File: src/rtl/pattern_mem_sweeper_pkg.sv
`default_nettype none
// ============================================================================
//  Module   : pattern_mem_pkg
//  Purpose  : Shared types and the address-derived pattern function used by
//             the pattern memory sweeper and its storage array.
//  Contents : mode_e  - sweep kind (fill / check)
//             pat_e   - pattern selector
//             state_e - sweep engine states
//             pattern_f() - expected value for a given index
//  Revision : 1.0 - initial release
// ============================================================================
package pattern_mem_pkg;

  typedef enum logic [1:0] {
    MODE_FILL  = 2'd0,
    MODE_CHECK = 2'd1
  } mode_e;

  typedef enum logic [1:0] {
    PAT_IDX = 2'd0,
    PAT_INV = 2'd1,
    PAT_XOR = 2'd2
  } pat_e;

  typedef enum logic [2:0] {
    S_IDLE  = 3'd0,
    S_FILL  = 3'd1,
    S_CHECK = 3'd2,
    S_DRAIN = 3'd3,
    S_DONE  = 3'd4
  } state_e;

  // Computed at 64 bits and masked to the requested width; callers narrow the
  // result with a size cast. The index is zero-extended before inversion, so
  // ~index sets every bit above the index width up to the data width.
  function automatic logic [63:0] pattern_f(input logic [63:0] idx,
                                            input pat_e        pat,
                                            input logic [63:0] seed,
                                            input int unsigned width);
    logic [63:0] r;
    logic [63:0] mask;
    case (pat)
      PAT_INV: r = ~idx;
      PAT_XOR: r = idx ^ seed;
      default: r = idx;
    endcase
    mask = (width >= 64) ? {64{1'b1}} : ((64'd1 << width) - 64'd1);
    return r & mask;
  endfunction

endpackage
`default_nettype wire

File: src/rtl/pattern_mem_sweeper_if.sv
`default_nettype none
// ============================================================================
//  Module   : pattern_mem_sweeper_if
//  Purpose  : Host access bus of the pattern memory sweeper.
//  Signals  : host_we/host_re   - write / read strobes (host -> memory)
//             host_addr         - array index
//             host_wdata        - write data
//             host_rdata        - read data, one cycle after host_re
//             host_rvalid       - read-data valid pulse
//             host_err          - out-of-range access pulse
//  Modports : master (host side), slave (memory side)
//  Revision : 1.0 - initial release
// ============================================================================
interface pattern_mem_sweeper_if #(
  parameter int WIDTH = 32,
  parameter int AW    = 5
) ();

  logic             host_we;
  logic             host_re;
  logic [AW-1:0]    host_addr;
  logic [WIDTH-1:0] host_wdata;
  logic [WIDTH-1:0] host_rdata;
  logic             host_rvalid;
  logic             host_err;

  modport master (
    output host_we, host_re, host_addr, host_wdata,
    input  host_rdata, host_rvalid, host_err
  );

  modport slave (
    input  host_we, host_re, host_addr, host_wdata,
    output host_rdata, host_rvalid, host_err
  );

endinterface
`default_nettype wire

File: src/rtl/pattern_mem_sweeper_array.sv
`default_nettype none
// ============================================================================
//  Module   : pattern_mem_array
//  Purpose  : Storage for the pattern memory sweeper. One write port and one
//             registered read port; the top level arbitrates between host and
//             sweep engine and guarantees indices are in range.
//  Ports    : clk, reset_l        - clock, async active-low reset (read reg)
//             we, waddr, wdata    - write port, takes effect at posedge
//             re, raddr           - read strobe and index
//             rdata               - registered read data (old data on a
//                                   same-cycle write to the same index)
//  Revision : 1.0 - initial release
// ============================================================================
module pattern_mem_array #(
  parameter int WIDTH = 32,
  parameter int DEPTH = 16,
  parameter int BASE  = 1,
  parameter int AW    = $clog2(BASE + DEPTH)
) (
  input  wire logic             clk,
  input  wire logic             reset_l,
  input  wire logic             we,
  input  wire logic [AW-1:0]    waddr,
  input  wire logic [WIDTH-1:0] wdata,
  input  wire logic             re,
  input  wire logic [AW-1:0]    raddr,
  output logic      [WIDTH-1:0] rdata
);

  // Kept as a plain, directly indexed array named mem with the natural index
  // range so external inspection code can find and modify entries by index.
  // Contents are deliberately not reset.
  logic [WIDTH-1:0] mem [BASE:BASE+DEPTH-1];

  logic [WIDTH-1:0] rdata_q;

  always_ff @(posedge clk) begin
    if (we) begin
      mem[waddr] <= wdata;
    end
  end

  // Read register samples pre-write contents, giving read-old-data behaviour.
  always_ff @(posedge clk or negedge reset_l) begin
    if (!reset_l) begin
      rdata_q <= '0;
    end else if (re) begin
      rdata_q <= mem[raddr];
    end
  end

  assign rdata = rdata_q;

endmodule
`default_nettype wire

File: src/rtl/pattern_mem_sweeper.sv
`default_nettype none
// ============================================================================
//  Module   : pattern_mem_sweeper
//  Purpose  : Memory with a built-in sweep engine that fills the array with an
//             address-derived pattern or checks it in place, counting
//             mismatches and capturing the first failing index.
//  Ports    : clk, reset_l        - clock, async active-low reset
//             host (slave)        - host read/write bus, served only in IDLE
//             start               - one-cycle sweep launch pulse
//             mode, pat, seed,
//             descend             - sweep settings, sampled with start
//             busy, done          - sweep in progress / completion pulse
//             err_cnt, first_bad  - result of the last CHECK sweep
//  Revision : 1.0 - initial release
// ============================================================================
module pattern_mem_sweeper
  import pattern_mem_pkg::*;
#(
  parameter int WIDTH = 32,
  parameter int DEPTH = 16,
  parameter int BASE  = 1,
  parameter int AW    = $clog2(BASE + DEPTH),
  parameter int CW    = 16
) (
  input  wire logic             clk,
  input  wire logic             reset_l,
  pattern_mem_sweeper_if.slave  host,
  input  wire logic             start,
  input  wire logic [1:0]       mode,
  input  wire logic [1:0]       pat,
  input  wire logic [WIDTH-1:0] seed,
  input  wire logic             descend,
  output logic                  busy,
  output logic                  done,
  output logic      [CW-1:0]    err_cnt,
  output logic      [AW-1:0]    first_bad
);

  localparam logic [AW-1:0] IDX_LO = AW'(BASE);
  localparam logic [AW-1:0] IDX_HI = AW'(BASE + DEPTH - 1);

  // --------------------------------------------------------------------------
  // State
  // --------------------------------------------------------------------------
  state_e           state_q,       state_d;
  logic [AW-1:0]    ptr_q,         ptr_d;
  pat_e             pat_q,         pat_d;
  logic [WIDTH-1:0] seed_q,        seed_d;
  logic             desc_q,        desc_d;
  logic             busy_q,        busy_d;
  logic             done_q,        done_d;
  logic [CW-1:0]    err_cnt_q,     err_cnt_d;
  logic [AW-1:0]    first_bad_q,   first_bad_d;
  logic             cmp_vld_q,     cmp_vld_d;
  logic [AW-1:0]    cmp_ptr_q,     cmp_ptr_d;
  logic             host_rvalid_q, host_rvalid_d;
  logic             host_err_q,    host_err_d;
  logic             host_oor_q,    host_oor_d;

  // --------------------------------------------------------------------------
  // Combinational helpers
  // --------------------------------------------------------------------------
  logic             host_ok;
  logic             host_in_range;
  logic             ptr_last;
  logic [AW-1:0]    ptr_next;
  logic [WIDTH-1:0] exp_ptr;
  logic [WIDTH-1:0] exp_cmp;

  logic             arr_we;
  logic [AW-1:0]    arr_waddr;
  logic [WIDTH-1:0] arr_wdata;
  logic             arr_re;
  logic [AW-1:0]    arr_raddr;
  logic [WIDTH-1:0] arr_rdata;

  assign host_ok       = (state_q == S_IDLE);
  assign host_in_range = (host.host_addr >= IDX_LO) && (host.host_addr <= IDX_HI);

  // Termination is on reaching the end index, so the pointer never wraps.
  assign ptr_last = (ptr_q == (desc_q ? IDX_LO : IDX_HI));
  assign ptr_next = desc_q ? (ptr_q - 1'b1) : (ptr_q + 1'b1);

  assign exp_ptr = WIDTH'(pattern_f(64'(ptr_q), pat_q, 64'(seed_q), WIDTH));
  assign exp_cmp = WIDTH'(pattern_f(64'(cmp_ptr_q), pat_q, 64'(seed_q), WIDTH));

  // Array port arbitration: the engine owns the array outside IDLE and the
  // host is only served in IDLE, so the two never collide.
  always_comb begin
    arr_we    = 1'b0;
    arr_waddr = host.host_addr;
    arr_wdata = host.host_wdata;
    arr_re    = 1'b0;
    arr_raddr = host.host_addr;
    if (state_q == S_FILL) begin
      arr_we    = 1'b1;
      arr_waddr = ptr_q;
      arr_wdata = exp_ptr;
    end else if (host_ok && host.host_we && host_in_range) begin
      arr_we    = 1'b1;
    end
    if (state_q == S_CHECK) begin
      arr_re    = 1'b1;
      arr_raddr = ptr_q;
    end else if (host_ok && host.host_re && host_in_range) begin
      arr_re    = 1'b1;
    end
  end

  pattern_mem_array #(
    .WIDTH (WIDTH),
    .DEPTH (DEPTH),
    .BASE  (BASE),
    .AW    (AW)
  ) u_array (
    .clk     (clk),
    .reset_l (reset_l),
    .we      (arr_we),
    .waddr   (arr_waddr),
    .wdata   (arr_wdata),
    .re      (arr_re),
    .raddr   (arr_raddr),
    .rdata   (arr_rdata)
  );

  // --------------------------------------------------------------------------
  // Next-state logic
  // --------------------------------------------------------------------------
  always_comb begin
    state_d       = state_q;
    ptr_d         = ptr_q;
    pat_d         = pat_q;
    seed_d        = seed_q;
    desc_d        = desc_q;
    busy_d        = busy_q;
    done_d        = 1'b0;
    err_cnt_d     = err_cnt_q;
    first_bad_d   = first_bad_q;
    cmp_vld_d     = 1'b0;
    cmp_ptr_d     = cmp_ptr_q;
    host_rvalid_d = host_ok && host.host_re;
    host_err_d    = host_ok && (host.host_re || host.host_we) && !host_in_range;
    host_oor_d    = host_oor_q;

    // Out-of-range reads must return zero; remember it until the next
    // accepted host read instead of touching the array.
    if (host_ok && host.host_re) begin
      host_oor_d = !host_in_range;
    end

    // Compare stage: data read last cycle against the pattern of its index.
    // err_cnt never returns to zero once bumped, so zero marks "no miss yet".
    if (cmp_vld_q && (arr_rdata != exp_cmp)) begin
      if (err_cnt_q == '0) begin
        first_bad_d = cmp_ptr_q;
      end
      if (err_cnt_q != '1) begin
        err_cnt_d = err_cnt_q + 1'b1;
      end
    end

    case (state_q)
      S_IDLE: begin
        if (start) begin
          case (pat)
            2'd1:    pat_d = PAT_INV;
            2'd2:    pat_d = PAT_XOR;
            default: pat_d = PAT_IDX;
          endcase
          seed_d      = seed;
          desc_d      = descend;
          ptr_d       = descend ? IDX_HI : IDX_LO;
          err_cnt_d   = '0;
          first_bad_d = '0;
          busy_d      = 1'b1;
          state_d     = (mode == 2'(MODE_CHECK)) ? S_CHECK : S_FILL;
        end
      end
      S_FILL: begin
        if (ptr_last) begin
          state_d = S_DONE;
          busy_d  = 1'b0;
          done_d  = 1'b1;
        end else begin
          ptr_d = ptr_next;
        end
      end
      S_CHECK: begin
        cmp_vld_d = 1'b1;
        cmp_ptr_d = ptr_q;
        if (ptr_last) begin
          state_d = S_DRAIN;
        end else begin
          ptr_d = ptr_next;
        end
      end
      S_DRAIN: begin
        state_d = S_DONE;
        busy_d  = 1'b0;
        done_d  = 1'b1;
      end
      S_DONE: begin
        state_d = S_IDLE;
      end
      default: begin
        state_d = S_IDLE;
        busy_d  = 1'b0;
      end
    endcase
  end

  // --------------------------------------------------------------------------
  // Registers
  // --------------------------------------------------------------------------
  always_ff @(posedge clk or negedge reset_l) begin
    if (!reset_l) begin
      state_q       <= S_IDLE;
      ptr_q         <= '0;
      pat_q         <= PAT_IDX;
      seed_q        <= '0;
      desc_q        <= 1'b0;
      busy_q        <= 1'b0;
      done_q        <= 1'b0;
      err_cnt_q     <= '0;
      first_bad_q   <= '0;
      cmp_vld_q     <= 1'b0;
      cmp_ptr_q     <= '0;
      host_rvalid_q <= 1'b0;
      host_err_q    <= 1'b0;
      host_oor_q    <= 1'b0;
    end else begin
      state_q       <= state_d;
      ptr_q         <= ptr_d;
      pat_q         <= pat_d;
      seed_q        <= seed_d;
      desc_q        <= desc_d;
      busy_q        <= busy_d;
      done_q        <= done_d;
      err_cnt_q     <= err_cnt_d;
      first_bad_q   <= first_bad_d;
      cmp_vld_q     <= cmp_vld_d;
      cmp_ptr_q     <= cmp_ptr_d;
      host_rvalid_q <= host_rvalid_d;
      host_err_q    <= host_err_d;
      host_oor_q    <= host_oor_d;
    end
  end

  assign busy             = busy_q;
  assign done             = done_q;
  assign err_cnt          = err_cnt_q;
  assign first_bad        = first_bad_q;
  assign host.host_rdata  = host_oor_q ? '0 : arr_rdata;
  assign host.host_rvalid = host_rvalid_q;
  assign host.host_err    = host_err_q;

endmodule
`default_nettype wire
File: src/flat_wrapper.sv
// flat-port wrapper written by rule: the top's interface ports become plain ports
module pattern_mem_sweeper_flat import pattern_mem_pkg::*;
#(
  parameter int WIDTH = 32,
  parameter int DEPTH = 16,
  parameter int BASE  = 1,
  parameter int AW    = $clog2(BASE + DEPTH),
  parameter int CW    = 16
)
  (clk, reset_l, start, mode, pat, seed, descend, busy, done, err_cnt, first_bad, host_host_we, host_host_re, host_host_addr, host_host_wdata, host_host_rdata, host_host_rvalid, host_host_err);
  pattern_mem_sweeper_if #(.WIDTH(WIDTH), .AW(AW)) host_i ();
  input  wire logic clk;
  input  wire logic reset_l;
  input  wire logic start;
  input  wire logic [1:0] mode;
  input  wire logic [1:0] pat;
  input  wire logic [WIDTH-1:0] seed;
  input  wire logic descend;
  output logic busy;
  output logic done;
  output logic      [CW-1:0] err_cnt;
  output logic      [AW-1:0] first_bad;
  input wire logic [$bits(host_i.host_we)-1:0] host_host_we;
  input wire logic [$bits(host_i.host_re)-1:0] host_host_re;
  input wire logic [$bits(host_i.host_addr)-1:0] host_host_addr;
  input wire logic [$bits(host_i.host_wdata)-1:0] host_host_wdata;
  output wire logic [$bits(host_i.host_rdata)-1:0] host_host_rdata;
  output wire logic [$bits(host_i.host_rvalid)-1:0] host_host_rvalid;
  output wire logic [$bits(host_i.host_err)-1:0] host_host_err;
  assign host_i.host_we = host_host_we;
  assign host_i.host_re = host_host_re;
  assign host_i.host_addr = host_host_addr;
  assign host_i.host_wdata = host_host_wdata;
  assign host_host_rdata = host_i.host_rdata;
  assign host_host_rvalid = host_i.host_rvalid;
  assign host_host_err = host_i.host_err;
  pattern_mem_sweeper #(.WIDTH(WIDTH), .DEPTH(DEPTH), .BASE(BASE), .AW(AW), .CW(CW)) u_core (.clk(clk), .reset_l(reset_l), .host(host_i), .start(start), .mode(mode), .pat(pat), .seed(seed), .descend(descend), .busy(busy), .done(done), .err_cnt(err_cnt), .first_bad(first_bad));
endmodule
File: config.mk
export PLATFORM = sky130hd
export DESIGN_NAME = pattern_mem_sweeper_flat
export DESIGN_NICKNAME = d
export VERILOG_FILES = /design/src/rtl/pattern_mem_sweeper_pkg.sv /design/src/rtl/pattern_mem_sweeper_if.sv /design/src/rtl/pattern_mem_sweeper_array.sv /design/src/rtl/pattern_mem_sweeper.sv /design/src/flat_wrapper.sv
export SDC_FILE = /design/constraint.sdc
export NUM_CORES = 1
export LEC_CHECK = 0
export BUFFER_PORTS_ARGS = -buffer_cell sky130_fd_sc_hd__buf_4
export CAP_MARGIN = 20
export CORE_MARGIN = 10
export CORE_UTILIZATION = 35
export CTS_CLUSTER_DIAMETER = 50
export DETAILED_ROUTE_END_ITERATION = 12
export PLACE_DENSITY = 0.49
export SLEW_MARGIN = 10
export SYNTH_ARGS = -nofsm -noshare
export SYNTH_HDL_FRONTEND = slang
export SYNTH_SLANG_ARGS = --single-unit
File: constraint.sdc
create_clock -name clk -period 5.33 [get_ports clk]
set_clock_uncertainty 0.2 [all_clocks]
set_input_delay 1.066 -clock clk [delete_from_list [all_inputs] [get_ports clk]]
set_output_delay 1.066 -clock clk [all_outputs]
set_load 0.01 [all_outputs]
==> results.toml, run 1 <==
[run_status]
status = "finished, final reports clean"

[power_and_ir_drop]
power_w = 0.01779
ir_worst_vdd_mv = 0.2851
p_leak_nw = 11.00
p_per_area_mw_per_mm2 = 567.3

[clocking]
clk_pin_slew_worst_paths_ns = 0.06
numCtsBuffers = 79
cts.sinks = 619
cts_setup_buffers = 0
cts_resized = 0
clockBufferDepth = 3
clk_latency_ns = 0.65
htree_levels = 3
tritoncts = "done"
postCtsHoldBufs = 0
cts-root-buf = "clkbuf_16"

[floorplanning]
row_count = 99
die_h_um = 291.7
dieArea_sq_mm = 0.08507
die_w_um = 291.7
core_sq_mm = 0.07308
initial_utilization_pct = 35.34
ios = 136

[layout]
layout_commonest_cell = "edfxtp_1"
nFillCells = 6586
areaGrowthSynthToFinish_pct = 21.41
drive_gt1_share_pct = 27.11
final_cell_mix = "edfxtp_1 (512), nand2_1 (289), buf_4 (205)"
stdcell_area_sq_mm = 0.03136
final_net_count = 1966
fin_cells = 2904

[global_route]
grtUsageTotal_pct = 18.47
grt_antenna_before_repair = 3
grt_pass1_wl_mm = 116.4
grt_max_degree = 65
grt_pass1_vias = 16484
grt.overflow.total = 0

[flow_run]
maxCapViolCount = 0

[route]
firstDrtPassIters = 6
via_per_inst = 5.534
ant_nets = 0
drc = 0
drt_wl_total_mm = 79.89
drt-initial-drc-count = 1544
post_drt_wl_per_cell_um = 27.51
vias = 16071

[synth]
yosys.area.top_type_share_pct = 59.52
synth_edf_count = 512
synthDistinctLibCells = 62
syn_nets = 1773
ys_ff_latch = 619
synth_top_area_cell = "edfxtp_1"
syn_area_sq_mm = 0.02583
yosys_warnings = 0
synth_area_leaders = "edfxtp_1 (60%), mux4_2 (11%), dfrtp_1 (10%), nand2_1 (4.2%), o21ai_0 (1.4%)"
synth_compound_area_share_pct = 6.360
synth-xor-area-share_pct = 0.3391
synth_top_family_by_area = "multiplexers"
yosysSeqAreaShare_pct = 69.89
synthFlopType = "edfxtp_1"
post_synth_fa_ha_maj_area_fraction_pct = 0.4166
synth_simple_gate_area_share_pct = 9.262
async_reset_ff_share_pct = 17.29
synth.area.mux_share_pct = 11.55
synth_cells = 1686
synth_area_per_cell_sq_um = 15.32

[sta]
post-route-period-util_pct = 84.71
max_freq_mhz = 221.5
finalHoldViolCount = 0
rsz0062_at_grt = "false"
drv_slew = 0
fin_crit_ns = 4.515
setup_viol = 0
relSlewSlack_pct = 29.76
finalWorstSetupSlack_ns = 0.8150
worstMarginPinSlew_ns = 1.047
fin_setup_tns_ns = 0

[setup_path]
arrival_ns = 4.75
end_kind = "flop"
start_kind = "flop"
r2r_slack_ns = 0.81
reg2reg_depth = 11
crit_start = "u_core.pat_q[0]"
reg2reg_from = "u_core.pat_q[0]"
max_stage_delay_ns = 0.81
worstPathMaxFanout = 30
path_class = "flop to flop"
crit_chain = "inv_1 > ha_2 > buf_4 > a21boi_0 > a2111oi_0 > nand3_1 > nor3_1 > o2111ai_1 > or3_1 > a31oi_1 > a211oi_1"
cp.required_ns = 5.57
timing.rr.end = "u_core.err_cnt[14]"
critical_path.slowest_cell = "or3_1"

[place]
port_buffers = 135
dp_slack_ns = 0.6714
dp.cells = 2749
gp_congestion = 0.8598
dpl_cell_area_sq_mm = 0.02846
dpl.hpwl_mm = 50.96

[min_path]
min-delay-start = "u_core.seed_q[1]"
hold_end = "u_core.seed_q[1]"
min_path_type = "flop to flop"
hold_path_depth = 2
[cell type report]
cell class	count	area [sq um]	area share (%)
Multi-Input combinational cell	937	7457	23.78
Sequential cell	619	18050	57.56
Clock inverter	47	699.4	2.230
Timing Repair Buffer	216	1728	5.510
Tap cell	959	1200	3.826
Antenna cell	1	2.502	0.007980
Inverter	26	97.59	0.3112
Clock buffer	99	2123	6.771
[worst max-delay path, delay by kind of cell, from the launching register on]
| kind | cells | cell delay, ns |
|---|---|---|
| buffers and inverters | 2 | 0.43 |
| adder cells (fa/ha/maj) | 1 | 0.60 |
| AO/OA/AOI/OAI | 5 | 1.29 |
| flip-flops | 1 | 0.40 |
| AND/OR/NAND/NOR | 3 | 1.37 |
[flip-flops by register name, indices dropped and copies added, names as in the netlist]
register	count
u_core.desc_q	1
u_core.cmp_vld_q	1
u_core.u_array.rdata	32
u_core.u_array.mem	512
u_core.ptr_q	5
u_core.host.host_err	1
u_core.busy	1
u_core.host_oor_q	1
u_core.cmp_ptr_q	5
u_core.first_bad	5
u_core.host.host_rvalid	1
u_core.seed_q	32
u_core.state_q	3
u_core.done	1
u_core.pat_q	2
u_core.err_cnt	16
[routing by layer]
layer | vias to the layer above | routed length, um | global-route usage [%]
met4 | 0 | 1419 | 4.036
li1 | 6919 | - | -
met5 | - | 0 | 0
met1 | 8397 | 36130 | 26.45
met2 | 647 | 36130 | 28.43
met3 | 108 | 6206 | 4.158
[cell families after synthesis]
logic type | after synthesis
flops | 619
simple gates | 521
compound gates | 260
mux | 138
buf+inv | 130
xor+xnor | 10
fa+ha+maj | 8
[stage by stage]
stage                     hold slack (ns)  util (%)
after global placement             0.3266     38.89
after detailed placement           0.3228     38.94
final                              0.3547     42.91
after global routing               0.3690     42.91
after floorplan                    0.2455         -
after CTS                          0.3424     42.80
[how the worst max path moves through the flow]
| stage | end | slack (ns) | cells past startpoint |
|---|---|---|---|
| 2_1_floorplan | u_core.u_array.mem[1][0] | 1.17 | 6 |
| 3_3_place_gp | u_core.u_array.mem[10][12] | 0.75 | 8 |
| 3_5_place_dp | u_core.u_array.mem[10][10] | 0.67 | 8 |
| 4_1_cts | u_core.err_cnt[14] | 0.99 | 10 |
| 5_1_grt | u_core.err_cnt[8] | 0.65 | 11 |
| 6_report | u_core.err_cnt[14] | 0.81 | 11 |
[cell usage after synthesis, drive strengths merged (6+ instances only)]
master  instances
a22oi           7
ha              7
buf            42
nand2         292
nor2           37
clkbuf         62
nand3          51
nor2b          44
inv            26
a21oi          59
a31oi          36
xor2            8
and3            6
o31ai          27
nand4           8
and2            6
mux2i           9
dfrtp         107
nand2b          8
mux4          128
nor3           29
nor4            6
o22ai           6
o21ai          74
a21boi          8
edfxtp        512
o21a            6
or4             6
[power breakdown]
part	total [W]	internal (W)	switching [W]
sequential	0.00744	0.00671	0.000736
combinational	0.00470	0.00152	0.00318
clock	0.00565	0.00347	0.00218
total	0.0178	0.0117	0.00610
Power figures use the tool's default switching activity.
==> run 2: changes to the inputs <==
==> constraint.sdc (replaced) <==
create_clock -name clk -period 4.3 [get_ports clk]
set_clock_uncertainty 0.2 [all_clocks]
set_input_delay 0.86 -clock clk [delete_from_list [all_inputs] [get_ports clk]]
set_output_delay 0.86 -clock clk [all_outputs]
set_load 0.01 [all_outputs]
==> results.toml, run 2 (synthesized netlist as in run 1, its figures left out) <==
[run_status]
status = "finished, final reports clean"

[place]
port_buffers = 135
dp.cells = 2763
dpl.hpwl_mm = 48.11
gp_congestion = 0.8888

[sta]
finalHoldViolCount = 0
worstMarginPinSlew_ns = 0.9588
setup_viol = 0
post-route-period-util_pct = 91.91
fin_crit_ns = 3.952
rsz0062_at_grt = "false"
relSlewSlack_pct = 36.08
drv_slew = 0
max_freq_mhz = 253.0
fin_setup_tns_ns = 0

[clocking]
clk_pin_slew_worst_paths_ns = 0.06
tritoncts = "done"
cts.sinks = 619
numCtsBuffers = 76
postCtsHoldBufs = 0
clockBufferDepth = 3
clk_latency_ns = 0.62
htree_levels = 3
cts-root-buf = "clkbuf_16"

[min_path]
min_path_type = "input port to async pin"

[layout]
final_cell_mix = "edfxtp_1 (512), nand2_1 (289), buf_4 (195)"
final_net_count = 1970
regMostFlops = "u_core.u_array.mem"
fin_cells = 2904
largest_reg_flops = 512
drive_gt1_share_pct = 26.53
antenna_cells = 0
areaGrowthSynthToFinish_pct = 21.00
layout_commonest_cell = "edfxtp_1"

[setup_path]
path_class = "flop to flop"
arrival_ns = 4.29
worstPathMaxFanout = 29
start_kind = "flop"
end_kind = "flop"
cp.required_ns = 4.64

[floorplanning]
die_w_um = 291.7
initial_utilization_pct = 35.34
row_count = 99
dieArea_sq_mm = 0.08507
die_h_um = 291.7
ios = 136
core_sq_mm = 0.07308

[route]
drt-initial-drc-count = 1480
post_drt_wl_per_cell_um = 27.38
firstDrtPassIters = 5
drc = 0
via_per_inst = 5.529
vias = 16056
drt_wl_total_mm = 79.51
ant_nets = 0

[global_route]
grt_pass1_wl_mm = 115.8
grt.overflow.total = 0
grt_pass1_vias = 16491
grt_antenna_before_repair = 2
grt_max_degree = 61
grtUsageTotal_pct = 18.49

[power_and_ir_drop]
p_per_area_mw_per_mm2 = 673.9
p_leak_nw = 10.94
ir_worst_vdd_mv = 0.3093

[flow_run]
maxCapViolCount = 0
-- run 2: cell types whose count changed in the layout (fill, tap and decap cells not counted), moves of 4 or more --
cell and delta:
buf_12 +20, buf_4 -10, bufinv_16 -7, clkinv_4 +4, o31ai_1 +9, o31ai_2 -8
-- run 2: worst max-delay path, stage by stage (launching register included) --
cell and delay [ns]:
dfrtp_1 0.38, inv_1 0.08, ha_2 0.52, buf_4 0.35, a21boi_0 0.12, a2111oi_0 0.41, nand3_1 0.13, nor3_1 0.20
o2111ai_1 0.30, or3_2 0.77, nand4_1 0.23, mux2i_1 0.19
-- run 2: cell type report --
cell class / count / area, sq um
clock buffers: 101 / 2110
repair buffers: 223 / 2009
multi-input cells: 937 / 7405
well taps: 959 / 1200
flip-flops and latches: 619 / 18050
fillers: 6684 / 41830
clock inverters: 39 / 381.6
inverters: 26 / 97.59
-- run 2: timing repair --
item,CTS,global route
buffers inserted,0,0
endpoints found under the setup margin,0,4
resized for setup,0,1
-- run 2: power by group --
group | switching, W | internal [W] | total [W]
clock | 0.00252 | 0.00379 | 0.00631
sequential | 0.000862 | 0.00830 | 0.00917
combinational | 0.00367 | 0.00192 | 0.00559
-- run 2: worst paths after layout --
kind,startpoint,to,slack (ns),cells after the start
setup / recovery,u_core.pat_q[0],u_core.err_cnt[8],0.35,11
hold / removal,reset_l,u_core.state_q[2],0.11,1
setup reg to reg,u_core.pat_q[0],u_core.err_cnt[8],0.35,11
hold reg to reg,u_core.seed_q[19],u_core.seed_q[19],0.30,2
max in group asynchronous,reset_l,u_core.cmp_ptr_q[2],2.76,2
min in group clk,seed[3],u_core.seed_q[3],0.26,3
-- run 2: metrics by stage --
stage	hold WS (ns)	total power, W	cell area, sq um	utilization [%]	setup WS (ns)
final	0.1127	0.02106	31260	42.77	0.3480
after floorplan	0.2455	0.01207	25830	-	0.3439
after global placement	0.2775	0.01472	28750	39.34	0.4185
after detailed placement	0.2671	0.01484	28760	39.35	0.3679
after CTS	0.1298	0.02119	31250	42.75	0.3627
after global routing	0.1522	0.02201	31260	42.77	0.06134
-- run 2: metal layers --
layer  vias up  GRT usage [%]  share of wire [%]
met5         -              0                  0
met3       113          4.545                7.4
met4         0          4.854                2.2
li1       6909              -                  -
met2       605          27.88                 45
met1      8429          26.42                 46
==> run 3: changes to the inputs <==
==> constraint.sdc (replaced) <==
create_clock -name clk -period 4.3 [get_ports clk]
set_clock_uncertainty 0.2 [all_clocks]
set_input_delay 0.645 -clock clk [delete_from_list [all_inputs] [get_ports clk]]
set_output_delay 0.645 -clock clk [all_outputs]
set_load 0.01 [all_outputs]
==> results.toml, run 3 (synthesized netlist as in run 1, its figures left out) <==
[power_and_ir_drop]
p_per_area_mw_per_mm2 = 673.6
ir_worst_vdd_mv = 0.4385
p_leak_nw = 10.91

[sta]
post-route-period-util_pct = 90.51
relSlewSlack_pct = 26.75
fin_setup_tns_ns = 0
drv_slew = 0
finalHoldViolCount = 0
max_freq_mhz = 256.9
setup_viol = 0
worstMarginPinSlew_ns = 1.099
fin_crit_ns = 3.892
fin_hold_ws_ns = 0.03948
rsz0062_at_grt = "false"

[layout]
regMostFlops = "u_core.u_array.mem"
stdcell_area_sq_mm = 0.03126
areaGrowthSynthToFinish_pct = 21.01
multi_input_comb_area_sq_mm = 0.007420
regArea_sq_mm = 0.01805
final_net_count = 1965
layout_commonest_cell = "edfxtp_1"
largest_reg_flops = 512
nFillCells = 6638
drive_gt1_share_pct = 26.20
antenna_cells = 0
final_cell_mix = "edfxtp_1 (512), nand2_1 (289), buf_4 (190)"

[setup_path]
start_kind = "flop"
worstPathMaxFanout = 25
cp.required_ns = 4.62
path_class = "flop to flop"
end_kind = "flop"
arrival_ns = 4.21

[floorplanning]
dieArea_sq_mm = 0.08507
core_sq_mm = 0.07308
ios = 136
die_h_um = 291.7
initial_utilization_pct = 35.34
die_w_um = 291.7
row_count = 99

[clocking]
htree_levels = 3
numCtsBuffers = 75
tritoncts = "done"
clk_latency_ns = 0.62
clockBufferDepth = 3
clk_pin_slew_worst_paths_ns = 0.06
cts.sinks = 619
cts-root-buf = "clkbuf_16"

[global_route]
grt_pass1_wl_mm = 114.9
grt_antenna_before_repair = 0
grt_pass1_vias = 16217
grt_max_degree = 63
grtUsageTotal_pct = 18.37
grt.overflow.total = 0

[route]
ant_nets = 0
drt_wl_total_mm = 79.07
firstDrtPassIters = 5
drc = 0
via_per_inst = 5.492
post_drt_wl_per_cell_um = 27.28
drt-initial-drc-count = 1210
vias = 15916

[min_path]
min_path_type = "input port to flop"

[run_status]
status = "finished, final reports clean"

[place]
dpl.hpwl_mm = 48.29
port_buffers = 135
gp_congestion = 0.8724
dpl_cell_area_sq_mm = 0.02873

[flow_run]
maxCapViolCount = 0
==> run 3: cell count changes in the layout (fill, tap and decap cells not counted), sizes merged <==
cell / before / now
dlygate4sd3: 0 / 1
bufinv: 5 / 6
inv: 35 / 29
clkbuf: 101 / 100
buf: 223 / 218
clkinvlp: 1 / 3
clkinv: 24 / 26
==> run 3: timing repair <==
item	in CTS	in global routing
hold buffers	1	0
endpoints found under the setup margin	0	17
resized for setup	0	2
buffers inserted	0	0
endpoints found under the hold margin	46	0
==> run 3: power by group <==
group | total, W | internal, W | switching (W)
Clock | 0.00629 | 0.00377 | 0.00252
Sequential | 0.00916 | 0.00830 | 0.000860
Combinational | 0.00560 | 0.00193 | 0.00367
==> run 3: per-stage QoR <==
stage                     worst slack [ns]  cells  power (W)  util, %
final                               0.4080   2898    0.02105    42.77
after global routing                0.1180   2898    0.02199    42.77
after CTS                           0.2845   2897    0.02116    42.74
after detailed placement            0.3242   2758    0.01485    39.32
after global placement              0.3974   2758    0.01473    39.32
after floorplan                     0.5589   1686    0.01207        -
==> run 3: critical path: stages (launching register included) <==
cell,delay [ns]
dfrtp_1,0.39
inv_1,0.07
ha_2,0.35
buf_4,0.27
a21oi_2,0.15
nor3_1,0.07
or4_4,0.51
a2111oi_4,0.42
nand4_1,0.16
or3_2,0.76
nand4_1,0.23
mux2i_1,0.20
==> run 3: routing by layer <==
metal	GRT usage [%]	vias to the layer above	wire length, um
li1	-	6892	-
met1	25.62	8386	35630
met2	27.88	539	35720
met3	4.902	99	5854
met4	5.369	0	1857
met5	0	-	0
==> run 3: final cells by class <==
class	count	share of cell area, %
tap	959	3.839
inverter	26	0.3122
clock buffer	100	6.597
multi-input combinational	937	23.74
sequential	619	57.75
clock inverter	38	1.373
timing repair buffer	219	6.389
==> run 3: final timing paths <==
check                                       start                       end  slack, ns  depth (start not counted)
worst min register to register  u_core.seed_q[21]         u_core.seed_q[21]       0.33                          2
max in group asynchronous                 reset_l   u_core.u_array.rdata[2]       2.55                          3
worst max-delay path              u_core.pat_q[1]         u_core.err_cnt[8]       0.41                         11
min in group asynchronous                 reset_l  u_core.u_array.rdata[29]       0.46                          2
worst min-delay path                      seed[2]          u_core.seed_q[2]       0.04                          3
worst max register to register    u_core.pat_q[1]         u_core.err_cnt[8]       0.41                         11
